[src/rtl/channel_mem_writer.sv]
// channel_mem_writer: requantizes a stream of accumulator samples to int8 and stores them in a
// dual-read-port block RAM, so a layer's output can feed the next layer's channel reads.
module channel_mem_writer #(
    parameter int DEPTH  = 196,
    parameter int ADDR_W = 8,
    parameter int ACC_W  = 20,
    parameter int SHIFT  = 7,
    parameter int RELU   = 1
) (
    input  logic              clk,
    input  logic              rst_n,
    input  logic              start,
    input  logic [ADDR_W:0]   frame_len,
    input  logic              s_valid,
    output logic              s_ready,
    input  logic [ACC_W-1:0]  s_data,
    input  logic              load,
    input  logic [ADDR_W-1:0] addr1,
    input  logic [ADDR_W-1:0] addr2,
    output logic [7:0]        dout1,
    output logic [7:0]        dout2,
    output logic              busy,
    output logic              done,
    output logic              err
);
    typedef enum logic [1:0] {IDLE, WRITE, FIN} state_t;
    localparam logic [ADDR_W:0] LEN_MAX = (ADDR_W+1)'(DEPTH);
    localparam logic signed [ACC_W-1:0] MAXV = 127;
    localparam logic signed [ACC_W-1:0] MINV = -128;
    state_t state;
    logic [ADDR_W-1:0] wr_addr, last;
    logic [7:0] mem [DEPTH];
    logic signed [ACC_W-1:0] sh;
    logic [7:0] q;
    logic legal, hs;
    assign sh = $signed(s_data) >>> SHIFT;
    assign legal = frame_len != '0 && frame_len <= LEN_MAX;
    assign hs = s_valid & s_ready;
    always_comb q = (RELU != 0 && sh < 0) ? 8'h00 : (sh > MAXV) ? 8'h7f : (sh < MINV) ? 8'h80 : sh[7:0];
    always_ff @(posedge clk or negedge rst_n) begin
        if (!rst_n) begin
            state   <= IDLE;
            wr_addr <= '0;
            last    <= '0;
            s_ready <= 1'b0;
            busy    <= 1'b0;
            done    <= 1'b0;
            err     <= 1'b0;
        end else begin
            done <= 1'b0;
            err  <= 1'b0;
            case (state)
                IDLE: if (start) begin
                    if (legal) begin
                        state   <= WRITE;
                        s_ready <= 1'b1;
                        busy    <= 1'b1;
                        wr_addr <= '0;
                        last    <= ADDR_W'(frame_len - 1'b1);
                    end else
                        err <= 1'b1;
                end
                WRITE: if (hs) begin
                    wr_addr <= wr_addr + 1'b1;
                    if (wr_addr == last) begin
                        state   <= FIN;
                        s_ready <= 1'b0;
                        busy    <= 1'b0;
                        done    <= 1'b1;
                    end
                end
                default: state <= IDLE;
            endcase
        end
    end
    // Storage has no reset so partially written frames survive a mid-frame reset.
    always_ff @(posedge clk)
        if (hs) mem[wr_addr] <= q;
    always_ff @(posedge clk or negedge rst_n) begin
        if (!rst_n) begin
            dout1 <= '0;
            dout2 <= '0;
        end else if (load) begin
            dout1 <= mem[addr1];
            dout2 <= mem[addr2];
        end
    end
endmodule
[config.mk]
export PLATFORM = sky130hd
export DESIGN_NAME = channel_mem_writer
export DESIGN_NICKNAME = d
export VERILOG_FILES = /design/src/rtl/channel_mem_writer.sv
export SDC_FILE = /design/constraint.sdc
export NUM_CORES = 2
export LEC_CHECK = 0
export CORE_MARGIN = 2
export CORE_UTILIZATION = 60
export CTS_BUF_LIST = sky130_fd_sc_hd__clkbuf_8 sky130_fd_sc_hd__clkbuf_16
export CTS_CLUSTER_SIZE = 14
export DETAILED_ROUTE_END_ITERATION = 6
export PLACE_DENSITY = 0.77
export SLEW_MARGIN = 20
export SYNTH_ARGS = -nofsm -noshare
export SYNTH_HDL_FRONTEND = slang
export SYNTH_SLANG_ARGS = --single-unit
[constraint.sdc]
create_clock -name clk -period 3.4 [get_ports clk]
set_input_delay 0.68 -clock clk [delete_from_list [all_inputs] [get_ports clk]]
set_output_delay 0.68 -clock clk [all_outputs]
set_load 0.03 [all_outputs]
==> impl_metrics.json <==
{
  "final_common_cell": "edfxtp_1",
  "cts_hold_buf": 0,
  "powerDensity_mw_per_mm2": 490,
  "grt_pass1_vias": 48200,
  "async_flop_share_pct": 2.31,
  "synth_area_leaders": "edfxtp_1, mux4_2, mux2i_1, nor2_1, mux4_1",
  "nets": 4932,
  "synth_ff_type": "edfxtp_1",
  "ant_nets": 0,
  "hold_class": "in -> async",
  "synth_warnings": 0,
  "seq_area_frac_synth_pct": 63.1,
  "antenna_found_initial": 21,
  "io_buffers": 62,
  "p_leak_nw": 30.2,
  "rsz0062_at_grt": "false",
  "cts_tree": "built",
  "ir_drop_mv": 0.608,
  "fin_worst_skew_ns": 0.0353,
  "postCtsSetupRepairBufs": 0,
  "fp.dieW_um": 360,
  "cp_cell_sequence": "clkdlybuf4s50_1 -> buf_12 -> buf_4 -> inv_1 -> nor3b_1 -> buf_4 -> nand2_1 -> a2111oi_0 -> buf_4 -> a211oi_1 -> nand4_1 -> o221ai_1",
  "cts_resized": 0,
  "synth-edff-count": 1568,
  "die-area_mm2": 0.130,
  "critPathLaunchType": "input pin",
  "ctsHtreeMaxLevel": 4,
  "finalCritPeriodShare_pct": 91.7,
  "vias": 48500,
  "hold_violations": 0,
  "start_util_pct": 60.5,
  "fp.dieH_um": 360,
  "row_count": 130,
  "clock_latency_ns": 0.83,
  "grt_use_total_pct": 37.9,
  "wl_per_cell_um": 36.5,
  "path_clk_slew_ns": 0.06,
  "clock.fmax_mhz": 321,
  "dpl_cell_area_mm2": 0.0836,
  "cts_root_buf": "clkbuf_16",
  "cp_slowest_stage_delay_ns": 0.90,
  "synth_top_family_by_area": "multiplexers",
  "dr.pass1.iters": 6,
  "cts_sinks": 1605,
  "slew_viol_final": 0,
  "setup_tns_ns": 0,
  "crit_required_ns": 4.07,
  "gp_congestion": 1.02,
  "synth_compound_area_share_pct": 4.14,
  "viasPerCell": 7.28,
  "cp-end-kind": "flip-flop",
  "synthSimpleGateAreaFrac_pct": 3.93,
  "grt_pass1_wl_um": 346000,
  "setup_viol": 0,
  "crit_fanout": 20,
  "synth-seq-cells": 1605,
  "finalPower_mw": 43.5,
  "syn2layout_area_growth_pct": 16.8,
  "overflow": 0,
  "synthesis.instances": 4112,
  "critical_path_class": "in -> reg",
  "drt_iter0_markers": 8600,
  "tightestPinTransition_ns": 1.02,
  "final_area_mm2": 0.0889,
  "drc": 0,
  "avgSynthCellArea_um2": 18.5,
  "crit_top_cell": "buf_4",
  "synthXorXnorAreaFrac_pct": 0.230,
  "reg2reg_slack_ns": 0.49,
  "synthMuxAreaShare_pct": 25.9,
  "cts_made_buffers": 164,
  "dpl.hpwl_um": 164000,
  "whs_ns": 0.443,
  "cap_viol_max_count": 0,
  "syn_area_mm2": 0.0761,
  "slew_headroom_pct": 30.4,
  "cts_buffer_depth": 3,
  "coreArea_mm2": 0.126,
  "drive_gt1_share_pct": 32.8,
  "grt_start_max_net_pins": 157,
  "period_minus_slack_ns": 3.12,
  "synth_fa_ha_area_share_pct": 0.0987,
  "setup_slack_ns": 0.283,
  "slowest_stage": "a2111oi_0",
  "worstPathArrival_ns": 3.79,
  "fill_cells": 7603,
  "place_ws_ns": -0.221,
  "mostFrequentLayoutCells": "edfxtp_1, mux4_2, buf_4",
  "routed_wl_um": 243000,
  "status": "finished, final reports clean",
  "yosysUniqueCellTypes": 72,
  "synth_top_area_cell": "edfxtp_1",
  "pin_count": 70,
  "netlist.area_leader.share_pct": 61.9
}
cell usage after synthesis (12+ instances only):
library cell  count
nor2b_1          23
buf_4            48
clkbuf_1        125
inv_1            16
or3_1            20
a22o_1           16
mux4_2          696
nand2b_1         12
edfxtp_1       1568
a211oi_1         18
and3_1           12
nor4_1           14
a21oi_1          60
nor2_1          291
mux2_2           16
xnor2_1          14
buf_2            73
o221ai_1         85
nand3_1          41
buf_6            41
buf_1            29
o22ai_1          66
nand2_1         133
dfrtp_1          37
mux2i_1         289
a221oi_1         14
a22oi_1          33
o21ai_0          59
mux4_1           37
nor3_1           61
final cells by class:
class,count,area (um2),area share [%]
diodes,10,25.0,0.0281
clock buffers,168,4190,4.72
clock inverters,129,1000,1.12
inverters,19,72.6,0.0816
multi-input cells,2360,26900,30.3
flip-flops and latches,1605,48000,54.0
well taps,1650,2060,2.32
repair buffers,726,6640,7.46
cells by family after synthesis:
family | count (synthesis)
AO/OA/AOI/OAI | 439
other | 1
multiplexers | 1038
buffers and inverters | 342
flip-flops | 1605
adder cells (fa/ha/maj) | 6
AND/OR/NAND/NOR | 661
XOR/XNOR | 20
worst max-delay path: cells and delay by family:
| kind | cells | cell delay, ns |
|---|---|---|
| buf+inv | 6 | 1.46 |
| compound gates | 3 | 1.13 |
| simple gates | 3 | 0.51 |
through the flow:
stage               instances  util [%]
CTS                      6655      70.7
finish                   6667      70.7
global route             6657      70.7
floorplan                4307         -
global placement         6358      66.5
detailed placement       6358      66.5
registers in the layout (all words and copies together) (netlist names):
register,cells
wr_addr,8
last,8
state,2
dout1,8
busy,1
err,1
done,1
dout2,8
mem,1568
report_power, final:
group          internal, mW  leakage [nW]  switching [mW]  total [mW]
sequential             21.8          14.5          0.0682        21.8
clock                  9.99          2.68            7.70        17.7
combinational          1.67          13.0            2.38        4.04
final timing paths:
| path | cells after the start | startpoint | to |
|---|---|---|---|
| hold / removal | 2 | rst_n | last[7]$_DFFE_PN0P_ |
| max in group asynchronous | 2 | rst_n | dout2[3]$_DFFE_PN0P_ |
| setup / recovery | 12 | addr2[6] | dout2[2]$_DFFE_PN0P_ |
| min in group clk | 3 | start | err$_DFF_PN0_ |
| hold reg to reg | 2 | last[3]$_DFFE_PN0P_ | last[3]$_DFFE_PN0P_ |
| setup reg to reg | 9 | mem[40][7]$_DFFE_PP_ | dout2[7]$_DFFE_PN0P_ |
routing by layer:
| metal | vias to the layer above | wire length [um] | global-route usage (%) |
|---|---|---|---|
| met5 | - | 199 | 0 |
| met4 | 26 | 14800 | 19.5 |
| met3 | 797 | 37500 | 12.3 |
| met2 | 4167 | 110000 | 56.1 |
| met1 | 24700 | 80900 | 51.0 |
| li1 | 18800 | - | - |
(Power assumes the default switching activity.)
